[src/rtl/clkdiv_pkg.sv]
// ============================================================================
// Module      : clkdiv_pkg
// Description : Shared types, constants and divisor clamp for clk_div_multi.
// Revision    : 1.0 - initial release
// ============================================================================
`timescale 1ns/1ps
`default_nettype none

package clkdiv_pkg;

    typedef enum logic [1:0] {
        CH_IDLE     = 2'd0,
        CH_RUN      = 2'd1,
        CH_STOPPING = 2'd2
    } ch_state_t;

    localparam logic [31:0] MIN_DIV = 32'd2;

    function automatic logic [31:0] clamp_div(input logic [31:0] d);
        return (d < MIN_DIV) ? MIN_DIV : d;
    endfunction

endpackage

`default_nettype wire

[src/rtl/clk_div_ch.sv]
// ============================================================================
// Module      : clk_div_ch
// Description : One divider channel: run/stop FSM, period counter, pending and
//               active divisor, registered clock and tick outputs.
//               Optional macro CLKDIV_DUTY50_EN gives exact 50% duty on odd D.
// Revision    : 1.0 - initial release
// ============================================================================
`timescale 1ns/1ps
`default_nettype none

module clk_div_ch
    import clkdiv_pkg::*;
#(
    parameter int DIV_W     = 16,
    parameter int RESET_DIV = 1526
) (
    input  logic             clk,
    input  logic             reset_n,
    input  logic             i_en,
    input  logic             i_div_wen,
    input  logic [DIV_W-1:0] i_div,
    output logic [DIV_W-1:0] o_div,
    output logic             o_clk,
    output logic             o_tick
);

    localparam logic [DIV_W-1:0] C_RESET_DIV = DIV_W'(clamp_div(32'(RESET_DIV)));
    localparam logic [DIV_W-1:0] C_ONE       = DIV_W'(1);

    ch_state_t        r_state, w_state_nxt;
    logic [DIV_W-1:0] r_cnt, w_cnt_nxt;
    logic [DIV_W-1:0] r_act, w_act_nxt;
    logic [DIV_W-1:0] r_pend, w_pend_nxt;
    logic             r_pflag, w_pflag_nxt;
    logic             r_clk, w_clk_nxt;
    logic             r_tick, w_tick_nxt;
    logic [DIV_W-1:0] w_div_cl;
    logic             w_wrap;

    assign w_div_cl = DIV_W'(clamp_div(32'(i_div)));
    assign w_wrap   = (r_state != CH_IDLE) && (r_cnt == (r_act - C_ONE));

    always_comb begin
        w_state_nxt = r_state;
        w_cnt_nxt   = r_cnt;
        w_act_nxt   = r_act;
        w_pend_nxt  = r_pend;
        w_pflag_nxt = r_pflag;
        case (r_state)
            CH_IDLE: begin
                w_cnt_nxt = '0;
                if (i_div_wen) begin
                    w_act_nxt  = w_div_cl;
                    w_pend_nxt = w_div_cl;
                end
                if (i_en) begin
                    w_state_nxt = CH_RUN;
                end
            end
            CH_RUN, CH_STOPPING: begin
                if (w_wrap) begin
                    // A write landing on the wrap cycle bypasses pending
                    w_cnt_nxt   = '0;
                    w_pflag_nxt = 1'b0;
                    if (i_div_wen) begin
                        w_act_nxt  = w_div_cl;
                        w_pend_nxt = w_div_cl;
                    end else if (r_pflag) begin
                        w_act_nxt = r_pend;
                    end
                    w_state_nxt = i_en ? CH_RUN : CH_IDLE;
                end else begin
                    w_cnt_nxt = r_cnt + C_ONE;
                    if (i_div_wen) begin
                        w_pend_nxt  = w_div_cl;
                        w_pflag_nxt = 1'b1;
                    end
                    w_state_nxt = i_en ? CH_RUN : CH_STOPPING;
                end
            end
            default: begin
                w_state_nxt = CH_IDLE;
                w_cnt_nxt   = '0;
            end
        endcase
        w_clk_nxt  = (w_state_nxt != CH_IDLE) && (w_cnt_nxt >= (w_act_nxt >> 1));
        w_tick_nxt = (w_state_nxt == CH_RUN) && (w_cnt_nxt == (w_act_nxt - C_ONE));
    end

    always_ff @(posedge clk or negedge reset_n) begin
        if (!reset_n) begin
            r_state <= CH_IDLE;
            r_cnt   <= '0;
            r_act   <= C_RESET_DIV;
            r_pend  <= C_RESET_DIV;
            r_pflag <= 1'b0;
            r_clk   <= 1'b0;
            r_tick  <= 1'b0;
        end else begin
            r_state <= w_state_nxt;
            r_cnt   <= w_cnt_nxt;
            r_act   <= w_act_nxt;
            r_pend  <= w_pend_nxt;
            r_pflag <= w_pflag_nxt;
            r_clk   <= w_clk_nxt;
            r_tick  <= w_tick_nxt;
        end
    end

`ifdef CLKDIV_DUTY50_EN
    logic r_neg;

    // Half-cycle delayed copy trims the leading half cycle off odd-D high phases
    always_ff @(negedge clk or negedge reset_n) begin
        if (!reset_n) begin
            r_neg <= 1'b0;
        end else begin
            r_neg <= r_clk;
        end
    end

    assign o_clk = r_act[0] ? (r_clk & r_neg) : r_clk;
`else
    assign o_clk = r_clk;
`endif

    assign o_div  = r_act;
    assign o_tick = r_tick;

endmodule

`default_nettype wire

[src/rtl/clk_div_multi.sv]
// ============================================================================
// Module      : clk_div_multi
// Description : NUM_CH independent runtime-programmable clock dividers.
//               Optional macro CLKDIV_DUTY50_EN (exact 50% duty on odd D).
// Revision    : 1.0 - initial release
// ============================================================================
`timescale 1ns/1ps
`default_nettype none

module clk_div_multi #(
    parameter int NUM_CH    = 2,
    parameter int DIV_W     = 16,
    parameter int RESET_DIV = 1526
) (
    input  logic                    clk,
    input  logic                    reset_n,
    input  logic [NUM_CH-1:0]       en_i,
    input  logic [NUM_CH-1:0]       div_wen_i,
    input  logic [NUM_CH*DIV_W-1:0] div_i,
    output logic [NUM_CH*DIV_W-1:0] div_o,
    output logic [NUM_CH-1:0]       clk_o,
    output logic [NUM_CH-1:0]       tick_o
);

    for (genvar g = 0; g < NUM_CH; g++) begin : g_ch
        clk_div_ch #(
            .DIV_W     (DIV_W),
            .RESET_DIV (RESET_DIV)
        ) u_ch (
            .clk       (clk),
            .reset_n   (reset_n),
            .i_en      (en_i[g]),
            .i_div_wen (div_wen_i[g]),
            .i_div     (div_i[g*DIV_W +: DIV_W]),
            .o_div     (div_o[g*DIV_W +: DIV_W]),
            .o_clk     (clk_o[g]),
            .o_tick    (tick_o[g])
        );
    end

endmodule

`default_nettype wire

[config.mk]
export PLATFORM = sky130hd
export DESIGN_NAME = clk_div_multi
export DESIGN_NICKNAME = d
export VERILOG_FILES = /design/src/rtl/clkdiv_pkg.sv /design/src/rtl/clk_div_ch.sv /design/src/rtl/clk_div_multi.sv
export SDC_FILE = /design/constraint.sdc
export NUM_CORES = 1
export LEC_CHECK = 0
export BUFFER_PORTS_ARGS = -buffer_cell sky130_fd_sc_hd__buf_2
export CORE_ASPECT_RATIO = 0.5
export CORE_MARGIN = 2
export CORE_UTILIZATION = 30
export CTS_CLUSTER_DIAMETER = 120
export DETAILED_ROUTE_END_ITERATION = 16
export GPL_ROUTABILITY_DRIVEN = 0
export SYNTH_ARGS = -nofsm -noshare
export SYNTH_HDL_FRONTEND = slang
export SYNTH_HIERARCHICAL = 1
export SYNTH_SLANG_ARGS = --single-unit
export TNS_END_PERCENT = 50
[constraint.sdc]
create_clock -name clk -period 7.02 [get_ports clk]
set_clock_uncertainty 0.1 [all_clocks]
set_input_delay 0.351 -clock clk [delete_from_list [all_inputs] [get_ports clk]]
set_output_delay 0.351 -clock clk [all_outputs]
set_load 0.05 [all_outputs]
# Word-level counts from Yosys, hierarchy flattened
# Index checks and enable logic that the tools add are counted.
# W data, S select, Z words.
[word_totals] reg_bits=106 output_inout_bits=36
[op_classes] addsub=6 n_lt_le_gt_ge=4 eq_ne=10 n_mux=30 n_reduce_logical=22
[ops] op="$mux W16" count=14
[ops] op="$eq A16 B16 Y1" count=4
[ops] op="$pmux W16 S2" count=2
[ops] op="$sub A16 B1 Y16 const B" count=4
[ops] op="$add A16 B1 Y16 const B" count=2
[ops] op="$ge A16 B15 Y1" count=2
[ops] op="$lt A16 B2 Y1 const B" count=2
[ops] op="$mux W2" count=6
[ops] op="$reduce_bool A2 Y1" count=6
[ops] op="$eq A2 B1 Y1 const B" count=4
[ops] op="$pmux W2 S2" count=2
[ops] op="$reduce_and A2 Y1" count=4
[ops] op="$logic_and A1 B1 Y1" count=6
[ops] op="$mux W1" count=6
[ops] op="$reduce_or A3 Y1" count=2
[ops] op="$eq A2 B2 Y1 const B" count=2
[ops] op="$logic_not A2 Y1" count=2
[ops] op="$reduce_or A2 Y1" count=2

# Depth between registers and ports, before layout
# Gate-level depths: netlist of the first run.
[logic_depth] ltp_word=8 ltp_mapped=26 depth_no_buf=25

# Hierarchy
# The synthesis of the first run kept the hierarchy.
[modules_own_cells] module="clk_div_ch at g_ch[0].u_ch" instances=1 cells_each=561 area_per_inst_um2=4598.2
[modules_own_cells] module="clk_div_ch at g_ch[1].u_ch" instances=1 cells_each=521 area_per_inst_um2=4329.2

# Worst setup path before layout of the first run
# No wires, ideal clock.
[synth_path] kind="reg-to-reg" start="reg g_ch[0].u_ch.r_act[0]" end="reg g_ch[0].u_ch.r_clk" t_arrival_ps=5202 slack_ps=1591 stages_incl_launch_ff=25 path_buffers=1 cell_sequence="dfrtp_1 clkbuf_1 inv_1 ha_1 or4b_4 nor2b_1 or4_1 a22oi_2 nand4b_2 o21ai_4 nand2b_1 a221oi_1 ha_1 a21o_1 a21o_1 a21oi_1 nor2b_1 o21ai_0 nand2b_1 a21oi_1 nor2b_1 o21ai_0 a21oi_1 o31a_1 o32a_1"
[synth_between] elab_chain_cells=7
[synth_rtl] item="start, declared" line_no="clk_div_ch.sv:32" rtl="logic [DIV_W-1:0] r_act, w_act_nxt;"
[synth_rtl] item="start signal, assigned" line_no="clk_div_ch.sv:102" rtl="r_act <= w_act_nxt;"
[synth_rtl] item="$sub A16 B1 Y16 *" line_no="clk_div_ch.sv:41" rtl="assign w_wrap = (r_state != CH_IDLE) && (r_cnt == (r_act - C_ONE));"
[synth_rtl] item="$eq A16 B16 Y1 *" line_no="clk_div_ch.sv:41"
[synth_rtl] item="$logic_and A1 B1 Y1 *" line_no="clk_div_ch.sv:41"
[synth_rtl] item="$mux W16 or $mux W2 (tied branches)" line_no="clk_div_ch.sv:61" rtl="if (w_wrap) begin"
[synth_rtl] item="$pmux W16 S2, or another cell as far along" line_no="clk_div_ch.sv:49" rtl="case (r_state)"
[synth_rtl] item="$ge A16 B15 Y1 or $reduce_bool A2 Y1 (tied branches)" line_no="clk_div_ch.sv:86" rtl="w_clk_nxt = (w_state_nxt != CH_IDLE) && (w_cnt_nxt >= (w_act_nxt >> 1));"
[synth_rtl] item="$logic_and A1 B1 Y1 *" line_no="clk_div_ch.sv:86"
[synth_rtl] item="via g_ch[0].u_ch.w_clk_nxt" line_no="clk_div_ch.sv:35" rtl="logic r_clk, w_clk_nxt;"
[synth_rtl] item="end signal, assigned" line_no="clk_div_ch.sv:105" rtl="r_clk <= w_clk_nxt;"
[synth_rtl] item="end, declared" line_no="clk_div_ch.sv:35"
# The timed path passes the listed nets; every way through them passes the cells marked *.
# A chain may end at the register's enable or synchronous reset.

# Worst setup path in the final report of the first run
# Ends and elaborated chain as after synthesis.

==> impl_metrics.tcl, run 1 <==
set metrics [dict create \
    cp_data_required_time_ns 7.19 \
    synth_area_leaders "dfrtp_1 (21%), dfstp_2 (9.4%), nand2_1 (5.9%), ha_1 (5.6%), xnor2_1 (5.2%)" \
    crit_start "g_ch[0].u_ch/o_div[0]" \
    power_density_mw_per_mm2 467 \
    first_pass_iters 5 \
    synthArstFlopShare_pct 100 \
    leakage_nw 4.46 \
    drcViolationCount 0 \
    dpl_cell_area_sq_mm 0.00959 \
    layout.nets 1194 \
    cts-root-buf "clkbuf_16" \
    synth.cell_area_sq_mm 0.00893 \
    yosysWarnings 6 \
    syn2layout_area_growth_pct 11.0 \
    r2r_slack_ns 0.89 \
    synth_seq_cells 106 \
    final_core_util_pct 34.0 \
    start_util_pct 30.7 \
    cp-end-kind "flop" \
    finalWirelength_mm 27.4 \
    crit_path_start_kind "flop" \
    num_rows 44 \
    dp.cells 1495 \
    hold_class "primary input to flop" \
    hold_viol 0 \
    syn_area_per_cell_sq_um 8.25 \
    yosysSeqAreaShare_pct 30.2 \
    tns_ns 0 \
    slew_headroom_pct 24.9 \
    wl_per_cell_um 18.1 \
    timing.rr.start "g_ch[0].u_ch/o_div[0]" \
    grt_max_degree 64 \
    tightest_slew_ns 1.12 \
    grt_pass1_wl_mm 44.1 \
    layout.cells.non_filler 1511 \
    rsz0062_at_grt "no" \
    synth_edf_count 0 \
    clk_latency_ns 0.38 \
    die_x_um 248 \
    grt_pass1_vias 8149 \
    htree_num_levels 3 \
    num_antenna_cells 0 \
    drive_gt1_share_pct 15.8 \
    finalMaxSlewViolations 0 \
    syn_nets 1160 \
    final_cell_area_sq_mm 0.00991 \
    die_h_um 126 \
    whs_ns 0.0762 \
    io_pins 74 \
    timing.rr.end "g_ch[0].u_ch/o_clk" \
    overflow 0 \
    synth_cells 1082 \
    synth_top_area_share_pct 20.7 \
    min_period_ns 6.13 \
    setup_viol 0 \
    drt_iter0_markers 704 \
    fin_crit_sh_pct 87.4 \
    core_sq_mm 0.0291 \
    synth_top_area_cell "dfrtp_1" \
    cts_tree "built" \
    ant_nets 0 \
    synth_cell_type_count 88 \
    viasPerCell 5.51 \
    dp_hpwl_mm 20.9 \
    r2r_cells 23 \
    path_clk_slew_ns 0.08 \
    max_freq_ghz 0.163 \
    antenna_found_initial 0 \
    numCtsBuffers 9 \
    cap_violations 0 \
    ys.flop_type "dfrtp_1" \
    status "finished, final reports clean" \
    worstSetupPathType "flop to flop" \
    postCtsSetupBuffers 0 \
    worstPathMaxFanout 16 \
    irDropWorstVdd_mv 0.185 \
    grt_usage_pct 17.9 \
    crit_arrival_ns 6.30 \
    clock_sinks 106 \
    cts_buffer_depth 2 \
    design.die.area_sq_mm 0.0312 \
    io_buffers 73 \
    crit_end "g_ch[0].u_ch/o_clk" \
    dr_total_vias 8330 \
]
[power by group]
group	internal, W	total, W	switching [W]
Combinational	0.00106	0.00299	0.00193
Clock	0.000310	0.000560	0.000250
Sequential	0.000804	0.00107	0.000268
Total	0.00217	0.00463	0.00245
[layer usage]
layer	vias to the layer above	share of wire [%]	GRT usage [%]	wire length (um)
li1	3939	-	-	-
met1	4063	45	23.7	12300
met2	272	47	29.1	12800
met3	56	5.6	3.03	1530
met4	0	2.8	7.19	763
met5	-	0	0	0
[placed cells by master (no fill, tap or decap), drive strengths merged, types with 5 or more instances in the layout]
master / Yosys / layout
a21oi: 41 / 41
and4: 5 / 5
xor2: 35 / 35
o21ai: 70 / 70
mux2i: 25 / 25
nor2b: 11 / 11
a221oi: 10 / 10
xnor2: 53 / 53
buf: 10 / 77
nor3: 19 / 19
a211oi: 7 / 7
nand4: 22 / 22
and2: 13 / 13
a2111oi: 7 / 7
nand3: 27 / 27
a211o: 12 / 12
nand2: 140 / 140
and3: 21 / 21
a21o: 23 / 23
clkbuf: 45 / 10
o21a: 6 / 6
dfrtp: 74 / 74
a21boi: 8 / 8
or2: 14 / 14
a221o: 5 / 5
nor2: 96 / 96
nor4: 25 / 25
nand2b: 14 / 14
a22oi: 6 / 6
mux2: 7 / 7
or3: 16 / 16
inv: 66 / 66
or4: 8 / 8
ha: 40 / 40
a41oi: 6 / 6
dfstp: 32 / 32
[how the worst min path moves through the flow]
stage	slack (ns)	to	startpoint	cells past startpoint
final	0.08	g_ch[0].u_ch/r_pend[7]	div_i[7]	3
after global routing	0.08	g_ch[0].u_ch/r_pend[7]	div_i[7]	3
after CTS	0.06	g_ch[0].u_ch/r_pend[7]	div_i[7]	3
after detailed placement	0.31	g_ch[0].u_ch/r_pend[12]	reset_n	1
after global placement	0.30	g_ch[0].u_ch/r_pend[11]	reset_n	1
after floorplan	-0.04	g_ch[0].u_ch/o_clk	reset_n	0
[synth_stat cells, types with 18 or more instances]
master,instances
a21o_1,22
a21oi_1,40
and3_1,21
clkbuf_1,45
dfrtp_1,74
dfstp_2,32
ha_1,40
inv_1,64
mux2i_1,25
nand2_1,140
nand3_1,26
nand4_1,22
nor2_1,95
nor3_1,19
nor4_1,18
o21ai_0,66
xnor2_1,53
xor2_1,35
[worst max-delay path, cell delays in order (launching register included)]
cell	delay (ns)
dfrtp_1	0.48
inv_1	0.10
ha_1	0.21
or4b_4	0.53
nor2b_1	0.15
or4_1	0.41
a22oi_2	0.25
nand4b_2	0.30
o21ai_4	0.48
nand2b_1	0.16
a221oi_1	0.65
ha_1	0.36
a21o_1	0.16
a21o_1	0.17
a21oi_1	0.13
nor2b_1	0.06
o21ai_0	0.16
nand2b_1	0.08
a21oi_1	0.15
nor2b_1	0.06
o21ai_0	0.23
a21oi_1	0.11
o31a_1	0.24
o32a_1	0.29
[state kept, by name, summed over array words and instances, names as in the netlist]
| signal | flops |
|---|---|
| g_ch.u_ch/r_pflag | 2 |
| g_ch.u_ch/r_state | 4 |
| g_ch.u_ch/r_cnt | 32 |
| g_ch.u_ch/o_tick | 2 |
| g_ch.u_ch/o_clk | 2 |
| g_ch.u_ch/o_div | 32 |
| g_ch.u_ch/r_pend | 32 |
[logic make-up (layout without fill, tap and decap cells)]
logic type               after synthesis  after routing  synth area share [%]
adder cells (fa/ha/maj)               40             40                  5.61
multiplexers                          32             32                  3.69
buffers and inverters                121            159                  5.31
AND/OR/NAND/NOR                      448            448                  26.3
flip-flops                           106            106                  30.2
AO/OA/AOI/OAI                        247            247                  20.3
XOR/XNOR                              88             88                  8.63
[area by class of cell]
cell class                 count  area (sq um)
tap                          391           489
inverter                      66           248
clock inverter                 5          80.1
multi-input combinational    855          5760
clock buffer                  10           229
timing repair buffer          78           408
sequential                   106          2690
fill                        3008         19200
[through the flow]
stage / setup WS (ns) / total power, W
floorplan: 1.59 / 0.00326
global placement: 1.17 / 0.00397
detailed placement: 1.01 / 0.00402
CTS: 0.970 / 0.00461
global route: 0.423 / 0.00495
finish: 0.887 / 0.00463
[what timing repair did]
| action | CTS | global route |
|---|---|---|
| endpoints found under the hold margin | 30 | 0 |
| resized for setup | 0 | 0 |
| hold buffers | 1 | 0 |
| setup endpoints to repair | 0 | 0 |
(Power assumes the default switching activity.)
==> run 2: changes to the inputs <==
- SYNTH_HIERARCHICAL: 1 -> not set
==> run 2 against run 1 <==
Compared with the run above: combinational power down 6%; utilization down 0.25 points; register-to-register slack better by 0.15 ns; count of clock-buffer cells in the layout up 1.
==> impl_metrics.tcl, run 2 <==
set metrics [dict create \
    dr_total_vias 8137 \
    synthTopCellsByCount "nand2_1 (150), nor2_1 (81), dfrtp_1 (74)" \
    clk_latency_ns 0.38 \
    drt_iter0_markers 758 \
    num_rows 44 \
    synth_edf_count 0 \
    drive_gt1_share_pct 14.7 \
    cp_data_required_time_ns 7.19 \
    syn_area_per_cell_sq_um 8.24 \
    cts_buffer_depth 2 \
    synth_cells 1061 \
    synth_top_area_share_pct 21.2 \
    die_x_um 245 \
    syn_nets 1139 \
    tightest_slew_ns 1.03 \
    rsz0062_at_grt "no" \
    finalWirelength_mm 27.1 \
    worstPathMaxFanout 18 \
    path_clk_slew_ns 0.08 \
    ys.flop_type "dfrtp_1" \
    cts_hold_buf 1 \
    final_core_util_pct 33.8 \
    status "finished, final reports clean" \
    antenna_found_initial 0 \
    numCtsBuffers 9 \
    finalMaxSlewViolations 0 \
    hold_viol 0 \
    clock_sinks 106 \
    slew_headroom_pct 31.1 \
    synth_top_area_cell "dfrtp_1" \
    synth_cell_type_count 88 \
    final_cell_mix "nand2_1 (150), nor2_1 (81), dfrtp_1 (74)" \
    critPathMaxStageDelay_ns 0.48 \
    synth.cell_area_sq_mm 0.00874 \
    irDropWorstVdd_mv 0.163 \
    grt_max_degree 56 \
    min_period_ns 5.98 \
    synth_area_leaders "dfrtp_1 (21%), dfstp_2 (9.6%), nand2_1 (6.4%), xnor2_1 (6.1%), ha_1 (5.7%)" \
    drcViolationCount 0 \
    yosysSeqAreaShare_pct 30.8 \
    crit_slowest_cell "dfrtp_1" \
    start_util_pct 30.3 \
    ant_nets 0 \
    grt_pass1_vias 7932 \
    leakage_nw 4.45 \
    tns_ns 0 \
    layout.nets 1176 \
    cts_resized 0 \
    synth_most_common_cell "nand2_1" \
    whs_ns 0.0910 \
    viasPerCell 5.45 \
    synth_seq_cells 106 \
    htree_num_levels 3 \
    cap_violations 0 \
    fillers 3041 \
    hold_class "primary input to flop" \
    power_density_mw_per_mm2 458 \
    wl_per_cell_um 18.1 \
    syn2layout_area_growth_pct 11.4 \
    place_ws_ns 1.07 \
    max_freq_ghz 0.167 \
    postCtsSetupBuffers 0 \
    fin_crit_sh_pct 85.2 \
    worstSetupPathType "flop to flop" \
    io_buffers 73 \
    first_pass_iters 8 \
    core_sq_mm 0.0288 \
    yosysWarnings 0 \
    io_pins 74 \
    cts_tree "built" \
    mostFrequentLayoutCell "nand2_1" \
    setup_viol 0 \
    grt_pass1_wl_mm 43.7 \
    cp-end-kind "flop" \
    grt_usage_pct 18.0 \
    crit_arrival_ns 6.15 \
    dp_hpwl_mm 20.5 \
    crit_path_frequent_cell "a21oi_1" \
    die_h_um 125 \
    num_antenna_cells 0 \
    design.die.area_sq_mm 0.0306 \
    overflow 0 \
    setup_ws_ns 1.04 \
    cts-root-buf "clkbuf_16" \
    synthArstFlopShare_pct 100 \
    crit_path_start_kind "flop" \
]
## run 2: cell count changes in the layout (fill, tap and decap cells not counted), sizes merged, moves of 10 or more
cell	change
a211o	-11
or3	-11
nand2	+12
inv	-10
nand3	+12
o21ai	-28
nor2	-15
a21oi	+14
## run 2: power by group
| group | internal [W] | switching (W) | total, W |
|---|---|---|---|
| logic | 0.00102 | 0.00180 | 0.00282 |
| clock network | 0.000313 | 0.000252 | 0.000564 |
| registers | 0.000803 | 0.000273 | 0.00108 |
| total | 0.00214 | 0.00232 | 0.00446 |
## run 2: cell families after synthesis
logic type      synth area share (%)
xor+xnor                        10.1
fa+ha+maj                       5.73
flops                           30.8
compound gates                  19.0
mux                             3.88
buf+inv                         5.18
simple gates                    25.3
## run 2: path summary, 6_finish.rpt
check	slack [ns]	start	cells past startpoint	endpoint
setup / recovery	1.04	g_ch[0].u_ch.o_div[0]	26	g_ch[0].u_ch.o_clk
max in group asynchronous	5.15	reset_n	3	g_ch[0].u_ch.o_div[0]
hold reg to reg	0.36	g_ch[0].u_ch.r_pend[7]	2	g_ch[0].u_ch.r_pend[7]
hold / removal	0.09	div_i[23]	3	g_ch[1].u_ch.r_pend[7]
setup reg to reg	1.04	g_ch[0].u_ch.o_div[0]	26	g_ch[0].u_ch.o_clk
min in group asynchronous	0.43	reset_n	2	g_ch[1].u_ch.r_cnt[5]
## run 2: cell type report
cell class              instances  area, sq um  area share [%]
inverters                      57          214            2.20
clock inverters                 5         80.1           0.822
clock buffers                  11          233            2.39
repair buffers                 81          430            4.42
multi-input cells             843         5600            57.5
flip-flops and latches        106         2690            27.6
well taps                     391          489            5.02
## run 2: per-layer routing
layer / global-route usage, % / up-vias / share of wire (%)
met5: 0 / - / 0
met1: 22.3 / 3920 / 42
met4: 8.98 / 0 / 4.1
met3: 3.08 / 60 / 5.1
li1: - / 3885 / -
met2: 30.2 / 272 / 49
## run 2: per-stage QoR
step	instances	instance area [sq um]	power [W]
final	1494	9740	0.00446
after detailed placement	1477	9420	0.00387
after CTS	1494	9740	0.00445
after floorplan	1061	8740	0.00313
after global routing	1494	9740	0.00480
after global placement	1477	9420	0.00381
## run 2: critical path, delay by kind of cell (launching register included)
kind                       cells  cell delay (ns)
buffers and inverters          2             0.25
and+or+nand+nor                9             2.06
AOI/OAI and AO/OA             13             2.51
DFF                            1             0.48
adders and majority gates      2             0.47
==> run 3: changes to the inputs <==
- CELL_PAD_IN_SITES_DETAIL_PLACEMENT: not set -> 0
- CELL_PAD_IN_SITES_GLOBAL_PLACEMENT: not set -> 1
- PLACE_DENSITY_LB_ADDON: not set -> 0.1
==> run 3 against run 2 <==
Compared with the run above: via count decreased by 1.5%; sequential power about the same; combinational power increased by 2%; sequential share of layout area about the same; cell count increased by 0.27%; die area unchanged; largest cell class unchanged.
==> impl_metrics.tcl, run 3 (synthesized netlist as in run 2, its figures left out) <==
set metrics [dict create \
    status "finished, final reports clean" \
    hold_class "primary input to flop" \
    crit_path_start_kind "flop" \
    fin_crit_sh_pct 83.7 \
    layout.cells.non_filler 1498 \
    cp-end-kind "flop" \
    slew_headroom_pct 29.7 \
    ant_nets 0 \
    drcViolationCount 0 \
    path_clk_slew_ns 0.08 \
    num_rows 44 \
    critPathMaxStageDelay_ns 0.65 \
    path_buf_inv 1 \
    crit_arrival_ns 6.04 \
    start_util_pct 30.3 \
    cp_data_required_time_ns 7.19 \
    mostFrequentLayoutCell "nand2_1" \
    num_antenna_cells 0 \
    setup_viol 0 \
    tightest_slew_ns 1.05 \
    grt_pass1_wl_mm 47.6 \
    die_x_um 245 \
    path_delay_family "compound AO/OA/AOI/OAI gates" \
    cap_violations 0 \
    irDropWorstVdd_mv 0.189 \
    max_freq_ghz 0.170 \
    overflow 0 \
    antenna_found_initial 0 \
    htree_num_levels 3 \
    grt_max_degree 56 \
    power_density_mw_per_mm2 463 \
    hold_viol 0 \
    clock_sinks 106 \
    leakage_nw 4.47 \
    dp.cells 1481 \
    first_pass_iters 5 \
    io_buffers 73 \
    cts-root-buf "clkbuf_16" \
    cts_buffer_depth 2 \
    die_h_um 125 \
    final_cell_mix "nand2_1 (150), nor2_1 (81), dfrtp_1 (74)" \
    finalWirelength_mm 30.5 \
    crit_path_frequent_cell "a21o_1" \
    wl_per_cell_um 20.4 \
    min_period_ns 5.87 \
    tns_ns 0 \
    worstSetupPathType "flop to flop" \
    dr_total_vias 8018 \
    rsz0062_at_grt "no" \
    cts_resized 0 \
    grt_usage_pct 20.3 \
    viasPerCell 5.35 \
    finalMaxSlewViolations 0 \
    design.die.area_sq_mm 0.0306 \
    cts_tree "built" \
    syn2layout_area_growth_pct 11.6 \
    drt_iter0_markers 545 \
    crit_slowest_cell "nor4_2" \
    worstPathMaxFanout 10 \
    postCtsSetupBuffers 0 \
    layout.nets 1180 \
    dp_hpwl_mm 23.7 \
    numCtsBuffers 9 \
    drive_gt1_share_pct 15.1 \
    grt_pass1_vias 7989 \
    clk_latency_ns 0.38 \
    io_pins 74 \
    core_sq_mm 0.0288 \
    path_cells "or4_4, nor4_2, xnor2_1, a2111o_1, nor4_2, and2_1, a221o_1, inv_1, ha_1, a21o_1, a21o_1, a21o_1, a21o_1, a21o_1, a21o_1, a21o_1, a21oi_1, o21ai_0, nand3_1, a21boi_0, o32a_1" \
]
[run 3: cell count changes in the layout (fill, tap and decap cells not counted), sizes merged]
cell	delta
clkinv	+1
clkbuf	-1
bufinv	-1
inv	+1
buf	+4
[run 3: timing repair]
action,4_1_cts,5_1_grt
setup endpoints to repair,0,0
hold buffers,1,0
hold endpoints to repair,44,0
[run 3: tightest hold or removal path, stage by stage]
cell	delay (ns)
buf_2	0.11
nand2_1	0.05
nand2_1	0.04
[run 3: through the flow]
| step | util (%) | setup slack [ns] | power [W] | hold slack (ns) | cell area [sq um] |
|---|---|---|---|---|---|
| floorplan | - | 1.41 | 0.00313 | -0.0446 | 8740 |
| global placement | 32.8 | 1.19 | 0.00398 | 0.346 | 9450 |
| detailed placement | 32.8 | 1.12 | 0.00398 | 0.350 | 9450 |
| CTS | 33.8 | 1.10 | 0.00456 | 0.0488 | 9750 |
| global route | 33.8 | 0.556 | 0.00489 | 0.0625 | 9750 |
| finish | 33.8 | 1.15 | 0.00452 | 0.0705 | 9750 |
[run 3: area by class of cell]
cell class	count	area [sq um]
clock buffers	10	229
well taps	391	489
inverters	57	214
repair buffers	85	460
flip-flops and latches	106	2690
fillers	3096	19100
clock inverters	6	66.3
multi-input cells	843	5600
[run 3: final timing paths]
path                                             start                     end  slack, ns  depth (start not counted)
min in group asynchronous                      reset_n   g_ch[0].u_ch.r_cnt[2]       0.45                          2
worst min-delay path                         div_i[23]  g_ch[1].u_ch.r_pend[7]       0.07                          3
worst max-delay path             g_ch[1].u_ch.o_div[0]      g_ch[1].u_ch.o_clk       1.15                         21
max in group asynchronous                      reset_n   g_ch[1].u_ch.r_cnt[3]       5.08                          3
worst min register to register  g_ch[0].u_ch.r_pend[7]  g_ch[0].u_ch.r_pend[7]       0.36                          2
worst max register to register   g_ch[1].u_ch.o_div[0]      g_ch[1].u_ch.o_clk       1.15                         21
[run 3: routing by layer]
metal	vias to the layer above	share of wire (%)	wire (um)	global-route usage [%]
met5	-	0	0	0
met4	0	1.3	397	4.35
met3	25	3.7	1140	3.60
met2	174	49	15100	34.8
met1	3931	45	13900	26.6
li1	3888	-	-	-
[run 3: report_power, final]
| part | internal, W | switching [W] | total, W |
|---|---|---|---|
| logic | 0.00103 | 0.00186 | 0.00289 |
| clock network | 0.000279 | 0.000269 | 0.000548 |
| registers | 0.000802 | 0.000276 | 0.00108 |
| total | 0.00211 | 0.00241 | 0.00452 |
